`src/rtl/ifft_butterfly_seq_pkg.sv`:
```
// fft_pkg: definitions shared by the FFT / IFFT butterfly stages.
//   DW_DEF      default component width
//   TW_FRAC     fractional bits of a Q1.(DW-1) twiddle at the default width
//   bfly_state_t  butterfly sequencer states
//   cpx_re/cpx_im extract sign-extended components from a packed complex word
//   sat           clamp a value to a signed width and report clipping
package fft_pkg;

    localparam int unsigned DW_DEF  = 8;
    localparam int unsigned TW_FRAC = DW_DEF - 1;

    typedef enum logic [1:0] {
        IDLE,
        MUL,
        DONE
    } bfly_state_t;

    // Real part sits in the upper half of a 2*dw packed word.
    function automatic logic signed [31:0] cpx_re(input logic [63:0] x, input int unsigned dw);
        logic [63:0] t;
        t = x << (64 - 2 * dw);
        return 32'($signed(t) >>> (64 - dw));
    endfunction

    // Imaginary part sits in the lower half.
    function automatic logic signed [31:0] cpx_im(input logic [63:0] x, input int unsigned dw);
        logic [63:0] t;
        t = x << (64 - dw);
        return 32'($signed(t) >>> (64 - dw));
    endfunction

    function automatic logic signed [31:0] sat(input  logic signed [31:0] x,
                                               input  int unsigned        dw,
                                               output logic               clipped);
        logic signed [31:0] hi;
        logic signed [31:0] lo;
        logic signed [31:0] r;
        hi      = (32'sd1 <<< (dw - 1)) - 32'sd1;
        lo      = -(32'sd1 <<< (dw - 1));
        r       = x;
        clipped = 1'b0;
        if (x > hi) begin
            r       = hi;
            clipped = 1'b1;
        end else if (x < lo) begin
            r       = lo;
            clipped = 1'b1;
        end
        return r;
    endfunction

endpackage

```
`src/rtl/ifft_butterfly_seq_if.sv`:
```
// Operand / result handshake bundle for ifft_butterfly_seq.
//   in_valid/in_ready   operand handshake (in1, in2, tf)
//   out_valid/out_ready result handshake (out1, out2)
//   ovf/ovf_clr         sticky saturation flag and its clear
// master = sequencer side, slave = butterfly side.
interface ifft_butterfly_seq_if #(
    parameter int unsigned DW = fft_pkg::DW_DEF
);
    logic            in_valid;
    logic            in_ready;
    logic [2*DW-1:0] in1;
    logic [2*DW-1:0] in2;
    logic [2*DW-1:0] tf;
    logic            out_valid;
    logic            out_ready;
    logic [2*DW-1:0] out1;
    logic [2*DW-1:0] out2;
    logic            ovf;
    logic            ovf_clr;

    modport master (
        output in_valid, in1, in2, tf, out_ready, ovf_clr,
        input  in_ready, out_valid, out1, out2, ovf
    );

    modport slave (
        input  in_valid, in1, in2, tf, out_ready, ovf_clr,
        output in_ready, out_valid, out1, out2, ovf
    );
endinterface

```
`src/rtl/ifft_butterfly_seq.sv`:
```
// Sequential inverse radix-2 (Gentleman-Sande) butterfly.
//   out1 = (a+b)/2, out2 = (a-b)*conj(w)/2 (saturated), one shared multiplier
//   used over four cycles.
// Ports:
//   clk    rising-edge clock
//   rst_n  asynchronous active-low reset
//   bus    ifft_butterfly_seq_if.slave (operand/result handshakes, ovf)
module ifft_butterfly_seq
    import fft_pkg::*;
#(
    parameter int unsigned DW = DW_DEF
) (
    input  logic                  clk,
    input  logic                  rst_n,
    ifft_butterfly_seq_if.slave   bus
);

    localparam int unsigned AW = 2 * DW + 2;

    bfly_state_t state, state_nxt;

    logic [1:0]           cnt;
    logic signed [DW:0]   sr, si, dr, di;
    logic signed [DW-1:0] wr, wi;
    logic signed [AW-1:0] acc_r, acc_i;

    logic [2*DW-1:0] out1_q, out2_q;
    logic            out_valid_q, ovf_q;

    logic in_ready, accept, load, consume;

    logic signed [31:0] ar, ai, br, bi, twr, twi;

    logic signed [DW:0]   mul_a;
    logic signed [DW-1:0] mul_b;
    logic signed [AW-1:0] prod, acc_i_fin, sh_r, sh_i;
    logic signed [31:0]   sat_r, sat_i;
    logic                 clip_r, clip_i;
    logic signed [DW:0]   half_r, half_i;

    // ---------------- FSM: state register ----------------
    always_ff @(posedge clk or negedge rst_n) begin
        if (!rst_n) state <= IDLE;
        else        state <= state_nxt;
    end

    // ---------------- FSM: next state ----------------
    always_comb begin
        state_nxt = state;
        case (state)
            IDLE: if (accept) state_nxt = MUL;
            MUL:  if (cnt == 2'd3) state_nxt = DONE;
            DONE: if (bus.out_ready) state_nxt = bus.in_valid ? MUL : IDLE;
            default: state_nxt = IDLE;
        endcase
    end

    // ---------------- FSM: outputs ----------------
    always_comb begin
        in_ready = (state == IDLE) || ((state == DONE) && bus.out_ready);
        accept   = bus.in_valid && in_ready;
        load     = (state == MUL) && (cnt == 2'd3);
        consume  = (state == DONE) && bus.out_ready;
    end

    // ---------------- operand unpacking ----------------
    always_comb begin
        ar  = cpx_re(64'(bus.in1), DW);
        ai  = cpx_im(64'(bus.in1), DW);
        br  = cpx_re(64'(bus.in2), DW);
        bi  = cpx_im(64'(bus.in2), DW);
        twr = cpx_re(64'(bus.tf),  DW);
        twi = cpx_im(64'(bus.tf),  DW);
    end

    // ---------------- shared multiplier ----------------
    // Operand schedule: dr*wr, di*wi, di*wr, dr*wi.
    always_comb begin
        mul_a = cnt[0] ^ cnt[1] ? di : dr;
        mul_b = cnt[0] ? wi : wr;
        prod  = AW'(mul_a) * AW'(mul_b);
    end

    // ---------------- output formatting ----------------
    // The imaginary accumulator completes on the load edge itself, so its
    // final value is taken from the adder rather than the register.
    always_comb begin
        acc_i_fin = acc_i - prod;
        sh_r      = acc_r >>> DW;
        sh_i      = acc_i_fin >>> DW;
        clip_r    = 1'b0;
        clip_i    = 1'b0;
        sat_r     = sat(32'(sh_r), DW, clip_r);
        sat_i     = sat(32'(sh_i), DW, clip_i);
        half_r    = sr >>> 1;
        half_i    = si >>> 1;
    end

    // ---------------- datapath ----------------
    always_ff @(posedge clk or negedge rst_n) begin
        if (!rst_n) begin
            cnt         <= '0;
            sr          <= '0;
            si          <= '0;
            dr          <= '0;
            di          <= '0;
            wr          <= '0;
            wi          <= '0;
            acc_r       <= '0;
            acc_i       <= '0;
            out1_q      <= '0;
            out2_q      <= '0;
            out_valid_q <= 1'b0;
            ovf_q       <= 1'b0;
        end else begin
            if (accept) begin
                sr  <= (DW+1)'(ar + br);
                si  <= (DW+1)'(ai + bi);
                dr  <= (DW+1)'(ar - br);
                di  <= (DW+1)'(ai - bi);
                wr  <= DW'(twr);
                wi  <= DW'(twi);
                cnt <= '0;
            end else if (state == MUL) begin
                cnt <= cnt + 2'd1;
            end

            if (state == MUL) begin
                case (cnt)
                    2'd0: acc_r <= prod;
                    2'd1: acc_r <= acc_r + prod;
                    2'd2: acc_i <= prod;
                    2'd3: acc_i <= acc_i_fin;
                endcase
            end

            if (load) begin
                out1_q      <= {half_r[DW-1:0], half_i[DW-1:0]};
                out2_q      <= {sat_r[DW-1:0], sat_i[DW-1:0]};
                out_valid_q <= 1'b1;
            end else if (consume) begin
                out_valid_q <= 1'b0;
            end

            if (load && (clip_r || clip_i)) ovf_q <= 1'b1;
            else if (bus.ovf_clr)           ovf_q <= 1'b0;
        end
    end

    assign bus.in_ready  = in_ready;
    assign bus.out_valid = out_valid_q;
    assign bus.out1      = out1_q;
    assign bus.out2      = out2_q;
    assign bus.ovf       = ovf_q;

endmodule
```
`src/flat_wrapper.sv`:
```
// flat-port wrapper written by rule: the top's interface ports become plain ports
module ifft_butterfly_seq_flat import fft_pkg::*;
#(
    parameter int unsigned DW = DW_DEF
)
  (clk, rst_n, bus_in_valid, bus_in1, bus_in2, bus_tf, bus_out_ready, bus_ovf_clr, bus_in_ready, bus_out_valid, bus_out1, bus_out2, bus_ovf);
  ifft_butterfly_seq_if #(.DW(DW)) bus_i ();
  input  logic clk;
  input  logic rst_n;
  input wire logic [$bits(bus_i.in_valid)-1:0] bus_in_valid;
  input wire logic [$bits(bus_i.in1)-1:0] bus_in1;
  input wire logic [$bits(bus_i.in2)-1:0] bus_in2;
  input wire logic [$bits(bus_i.tf)-1:0] bus_tf;
  input wire logic [$bits(bus_i.out_ready)-1:0] bus_out_ready;
  input wire logic [$bits(bus_i.ovf_clr)-1:0] bus_ovf_clr;
  output wire logic [$bits(bus_i.in_ready)-1:0] bus_in_ready;
  output wire logic [$bits(bus_i.out_valid)-1:0] bus_out_valid;
  output wire logic [$bits(bus_i.out1)-1:0] bus_out1;
  output wire logic [$bits(bus_i.out2)-1:0] bus_out2;
  output wire logic [$bits(bus_i.ovf)-1:0] bus_ovf;
  assign bus_i.in_valid = bus_in_valid;
  assign bus_i.in1 = bus_in1;
  assign bus_i.in2 = bus_in2;
  assign bus_i.tf = bus_tf;
  assign bus_i.out_ready = bus_out_ready;
  assign bus_i.ovf_clr = bus_ovf_clr;
  assign bus_in_ready = bus_i.in_ready;
  assign bus_out_valid = bus_i.out_valid;
  assign bus_out1 = bus_i.out1;
  assign bus_out2 = bus_i.out2;
  assign bus_ovf = bus_i.ovf;
  ifft_butterfly_seq #(.DW(DW)) u_core (.clk(clk), .rst_n(rst_n), .bus(bus_i));
endmodule
```
`config.mk`:
```
export PLATFORM = sky130hd
export DESIGN_NAME = ifft_butterfly_seq_flat
export DESIGN_NICKNAME = d
export VERILOG_FILES = /design/src/rtl/ifft_butterfly_seq_pkg.sv /design/src/rtl/ifft_butterfly_seq_if.sv /design/src/rtl/ifft_butterfly_seq.sv /design/src/flat_wrapper.sv
export SDC_FILE = /design/constraint.sdc
export NUM_CORES = 1
export LEC_CHECK = 0
export CAP_MARGIN = 25
export CORE_ASPECT_RATIO = 0.5
export CORE_MARGIN = 4
export CORE_UTILIZATION = 35
export CTS_CLUSTER_DIAMETER = 60
export CTS_CLUSTER_SIZE = 14
export DETAILED_ROUTE_END_ITERATION = 12
export GPL_ROUTABILITY_DRIVEN = 0
export GPL_TIMING_DRIVEN = 0
export PLACE_DENSITY = 0.54
export SYNTH_ARGS = -nofsm -noshare
export SYNTH_HDL_FRONTEND = slang
export SYNTH_SLANG_ARGS = --single-unit
```
`constraint.sdc`:
```
create_clock -name clk -period 10.5 [get_ports clk]
set_input_delay 2.1 -clock clk [delete_from_list [all_inputs] [get_ports clk]]
set_output_delay 2.1 -clock clk [all_outputs]
set_load 0.03 [all_outputs]
```
## Word level (Yosys, flattened, before mapping)

Cells that the tools add are included.

| storage, ports and cells | value |
|---|---|
| bits in registers | 126 |

| operators by class | value |
|---|---|
| $add $sub $neg | 7 |
| multiply operators | 1 |
| $lt $le $gt $ge | 4 |
| equality and inequality tests | 8 |
| mux-type cells | 23 |
| bitwise logic cells | 1 |
| reductions and logical operators | 16 |

Operators by type and width:

| kind | count |
|---|---|
| 18-bit case mux with 2 select lines | 2 |
| 8-bit 2-to-1 mux | 5 |
| 10-bit by 8-bit > comparator with 1-bit output (second input constant) | 2 |
| 10-bit by 8-bit < comparator with 1-bit output (second input constant) | 2 |
| 18-bit by 17-bit adder with 18-bit output | 1 |
| 8-bit by 8-bit adder with 9-bit output | 2 |
| 18-bit by 17-bit subtractor with 18-bit output | 1 |
| 8-bit by 8-bit subtractor with 9-bit output | 2 |
| 9-bit by 8-bit multiplier with 17-bit output | 1 |
| 2-bit 2-to-1 mux | 5 |
| 2-bit nonzero test | 5 |
| 1-bit 2-to-1 mux | 9 |
| 9-bit 2-to-1 mux | 1 |
| 2-bit == test (second input constant) | 3 |
| 2-bit case mux with 3 select lines | 1 |
| 2-bit by 1-bit == test with 1-bit output (second input constant) | 2 |
| 1-bit logical AND | 4 |
| 2-bit zero test | 2 |
| 2-bit != test (second input constant) | 2 |
| 2-bit AND reduction | 2 |
| 3-bit AND reduction | 1 |
| 2-bit by 1-bit adder with 2-bit output (second input constant) | 1 |
| 1-bit logical OR | 2 |
| 2-bit by 1-bit != test with 1-bit output (second input constant) | 1 |
| 1-bit bitwise XOR | 1 |

## Logic depth before layout (Yosys ltp)

| depth | value |
|---|---|
| depth in word-level cells | 10 |
| mapped depth | 34 |
| gate-level depth less buffers | 29 |

## Least setup slack after synthesis

No wires, ideal clock.

| timing | value |
|---|---|
| path type | register -> register |
| start point | reg u_core.cnt[0] |
| end point | reg u_core.ovf_q, in the netlist u_core.bus.ovf |
| data arrival time | 7950 ps |
| data required time | 10380 ps |
| path slack | 2430 ps |
| stages on the path, launching flop included | 29 |
| path buffers | 4 |
| period minus slack after synthesis | 8070 ps |
| path through | dfrtp_1 -> clkbuf_1 -> clkbuf_1 -> inv_1 -> ha_1 -> clkbuf_1 -> buf_1 -> mux2i_1 -> or2_2 -> fa_1 -> fa_1 -> inv_1 -> fa_1 -> fa_1 -> ha_1 -> o21ai_0 -> o21bai_1 -> a21oi_1 -> xor2_1 -> ha_1 -> a21o_1 -> a21o_1 -> o21bai_1 -> o31a_1 -> a31o_4 -> and3_4 -> o22a_2 -> or4_1 -> o211a_1 |

| between the ends | value |
|---|---|
| word-level cells in the longest chain between the ends | 10 |
| elaborated cells on any way between the ends | 15 |
| those cells by class | add/sub (1); mul (1); order compare (2); eq/ne (1); mux (5); bitwise (1); reduce/logical (4) |

RTL lines:

| item | RTL line | RTL |
|---|---|---|
| start: declaration | ifft_butterfly_seq.sv:22 | `logic [1:0] cnt;` |
| start signal: assignment | ifft_butterfly_seq.sv:125 | `cnt <= cnt + 2'd1;` |
| 1-bit bitwise XOR | ifft_butterfly_seq.sv:79 | `mul_a = cnt[0] ^ cnt[1] ? di : dr;` |
| 9-bit 2-to-1 mux | ifft_butterfly_seq.sv:79 |  |
| 9-bit by 8-bit multiplier with 17-bit output | ifft_butterfly_seq.sv:81 | `prod = AW'(mul_a) * AW'(mul_b);` |
| 18-bit by 17-bit subtractor with 18-bit output | ifft_butterfly_seq.sv:88 | `acc_i_fin = acc_i - prod;` |
| 10-bit by 8-bit < comparator with 1-bit output | ifft_butterfly_seq_pkg.sv:45 | `end else if (x < lo) begin` |
| 1-bit 2-to-1 mux | ifft_butterfly_seq_pkg.sv:45 |  |
| 1-bit 2-to-1 mux | ifft_butterfly_seq_pkg.sv:42 | `if (x > hi) begin` |
| 1-bit logical OR | ifft_butterfly_seq.sv:145 | `if (load && (clip_r \|\| clip_i)) ovf_q <= 1'b1;` |
| 1-bit logical AND (*) | ifft_butterfly_seq.sv:145 |  |
| 1-bit 2-to-1 mux / 2-bit nonzero test (equally long branches) | n/a |  |
| end signal: assignment | ifft_butterfly_seq.sv:114 | `ovf_q <= 1'b0;` |
| end signal: assignment | ifft_butterfly_seq.sv:145 |  |
| end signal: assignment | ifft_butterfly_seq.sv:146 | `else if (bus.ovf_clr) ovf_q <= 1'b0;` |
| end: declaration | ifft_butterfly_seq.sv:28 | `logic out_valid_q, ovf_q;` |

Mark *: on every way between the ends. The rest lies on a longest branch, timed or not.
A chain may end at the register's enable or synchronous reset.

## Worst setup path in the final report

Same ends and word-level chain as after synthesis.

==> summary.txt <==
Outcome
  – Status: finished clean

STA
  – Final TNS setup: 0 ns
  – Clock Skew: 0.00903 ns
  – Final period utilization: 90.8%
  – Max-slew violation count: 0
  – Headroom to the max-slew limit: about two fifths
  – RSZ-0062 raised after global routing: no
  – Setup violations, final: 0
  – Worst-Margin Slew: between 0.9 and 1 ns
  – Min Clock Period, post-route: 9.53 ns
  – Fmax: 105 MHz
  – Final Hold Viols: 0

Route
  – Iter 0 DRT Violations: between 500 and 600
  – Antenna-violating nets left: 0
  – Drt wl/cell: between 15 and 20 um
  – DR DRC count: 0
  – Routed Wire Length: approximately 27 mm
  – DR pass1 iterations: 5
  – Vias/cell: about 5
  – Via count of the routed design: about 8,600

Clock network
  – H-Tree Depth: 4
  – Cts bufs inserted: 17
  – Post-CTS sizing: 0
  – Reg clk slew, reported paths: ~0.060 ns
  – CTS tree: yes
  – Post-CTS setup buffer count: 0
  – CTS Hold Bufs: 0
  – Clk_lat worst skew: roughly 0.43 ns
  – # clock sinks: approximately 120
  – CTS Buffer Depth: 2
  – CTS Root Cell: clkbuf_16

Run
  – Max-cap viol count: 0

Worst setup path
  – Crit-path most repeated cell: fa_1
  – CP startpoint kind: flop
  – RR Startpoint: u_core.cnt[0]
  – CP endpoint kind: flop
  – Slowest cell on crit path: mux2i_1
  – CP startpoint: u_core.cnt[0]
  – R2r endpoint: u_core.bus.ovf
  – Worst path required time: about 11 ns
  – Worst reg2reg path depth: 29
  – R2R Setup Slk: 0.97 ns
  – Worst path max stage delay: between 0.6 and 0.7 ns
  – Worst EP arrival: between 9 and 10 ns
  – Critical path's top delay family: adder cells
  – CP max FO: 10
  – CP Depth: 29
  – Critical path type: reg2reg
  – CP Capture Point: u_core.bus.ovf
  – Worst path bufs/invs: 7

Die
  – Die X: roughly 260 um
  – # IOs: just under 90
  – Chip Height: 133 um
  – # rows: 45
  – Core footprint: just over 30,000 um^2
  – Die area: 34,200 um^2
  – Starting Density: 35.7%

Logic synthesis
  – Flops & latches, synth: ~120
  – Yosys cell types: between 60 and 70
  – Sequential element share of the synthesized area: between 20% and 30%
  – Post-Synthesis Cells: 1,212
  – Yosys warnings: 0
  – FFs w/ async S/R, synth: 100%
  – Dominant synthesized flop cell: dfrtp_1
  – Mapped Area: between 10,000 and 15,000 um^2
  – Number of synthesized flops with an enable pin: 0
  – Syn Nets: roughly 1,400
  – Syn_area_per_cell: ~9.0 um^2

Worst hold path
  – HP Class: reg2reg
  – Worst Min Path Start: u_core.sr[8]

Finish
  – Layout cell share with drive strength beyond 1: roughly 8.4%
  – Layout area overhead: 18.9%
  – Commonest non-fill, non-tap cell in the layout: inv_1
  – Most frequent cells in the layout: inv_1, nand2_1, dfrtp_1, nor2_1, o21ai_0
  – Antenna cells: 0
  – Fin nets: approximately 1,500

Global routing
  – Initial antenna violation count: 0
  – First-pass GRT wire length: ~45 mm
  – GRT Residual Overflow: 0
  – Largest net degree at the start of global routing: 85
  – GRT Util Overall: between 10% and 20%
  – Vias in the first global route: between 8,000 and 9,000

Place
  – Dpl hpwl: approximately 22 mm
  – I/O Buffers: 87
## per-stage QoR
| step | hold slack [ns] | util [%] | setup WS, ns | instances | area, um^2 |
|---|---|---|---|---|---|
| after CTS | 0.484 | 42.4 | 1.01 | 1756 | 12900 |
| after global routing | 0.509 | 42.4 | 0.384 | 1757 | 13000 |
| final | 0.482 | 42.4 | 0.969 | 1757 | 13000 |
| after global placement | 0.461 | 40.3 | 1.13 | 1722 | 12300 |
| after detailed placement | 0.470 | 40.4 | 1.03 | 1724 | 12300 |
| after floorplan | 0.446 | - | 2.43 | 1212 | 10900 |
## cell families after synthesis
family	count (synthesis)	share of synthesized area, %
fa+ha+maj	168	23.9
buf+inv	188	6.50
compound gates	260	14.8
flops	124	28.5
mux	78	7.72
simple gates	324	12.8
xor+xnor	70	5.80
## layout make-up
class | count | area [um^2]
buffer | 45 | 171
clock buffer | 19 | 453
clock inverter | 13 | 164
fill | 3106 | 17600
inverter | 143 | 537
multi-input combinational | 900 | 7080
sequential | 124 | 3100
tap | 423 | 529
timing repair buffer | 90 | 915
## per-layer routing
| metal | track usage [%] | share of wire (%) | vias to the layer above |
|---|---|---|---|
| li1 | - | - | 4244 |
| met1 | 22.3 | 49 | 4247 |
| met2 | 27.7 | 47 | 116 |
| met3 | 2.85 | 3.1 | 18 |
| met4 | 3.19 | 0.89 | 0 |
| met5 | 0 | 0 | - |
## synth_stat cells (17+ instances only)
master    count  area [um^2]
nand2_1     133          499
inv_1       143          537
xnor2_1      55          482
ha_1         98         1230
fa_1         67         1340
o21bai_1     17          128
mux2i_1      30          300
mux2_2       48          541
dfrtp_1     124         3100
clkbuf_1     40          150
a21oi_1      63          315
nor2_1      117          439
o21ai_0     105          526
## sequential cells by signal, summed over array words and instances, names as in the netlist
signal	count
u_core.acc_i	18
u_core.cnt	2
u_core.state	2
u_core.si	8
u_core.sr	8
u_core.acc_r	18
u_core.dr	9
u_core.bus.out_valid	1
u_core.di	9
u_core.wr	8
u_core.wi	8
u_core.bus.out2	16
u_core.bus.out1	16
u_core.bus.ovf	1
## tightest hold or removal path: stages, from the launching register on
cell and delay [ns]:
dfrtp_1 0.34, nand2_1 0.04, o21ai_0 0.06
## worst min-delay path by stage
stage,slack [ns],end,cells after the start
2_1_floorplan,0.45,u_core.si[1],2
6_report,0.48,u_core.sr[8],2
4_1_cts,0.48,u_core.si[4],2
3_3_place_gp,0.46,u_core.sr[7],2
3_5_place_dp,0.47,u_core.si[2],2
5_1_grt,0.51,u_core.sr[4],2
Power is left out: the tool's default activity adds up to more than one toggle a clock period on the data nets, which glitch-free logic cannot reach.
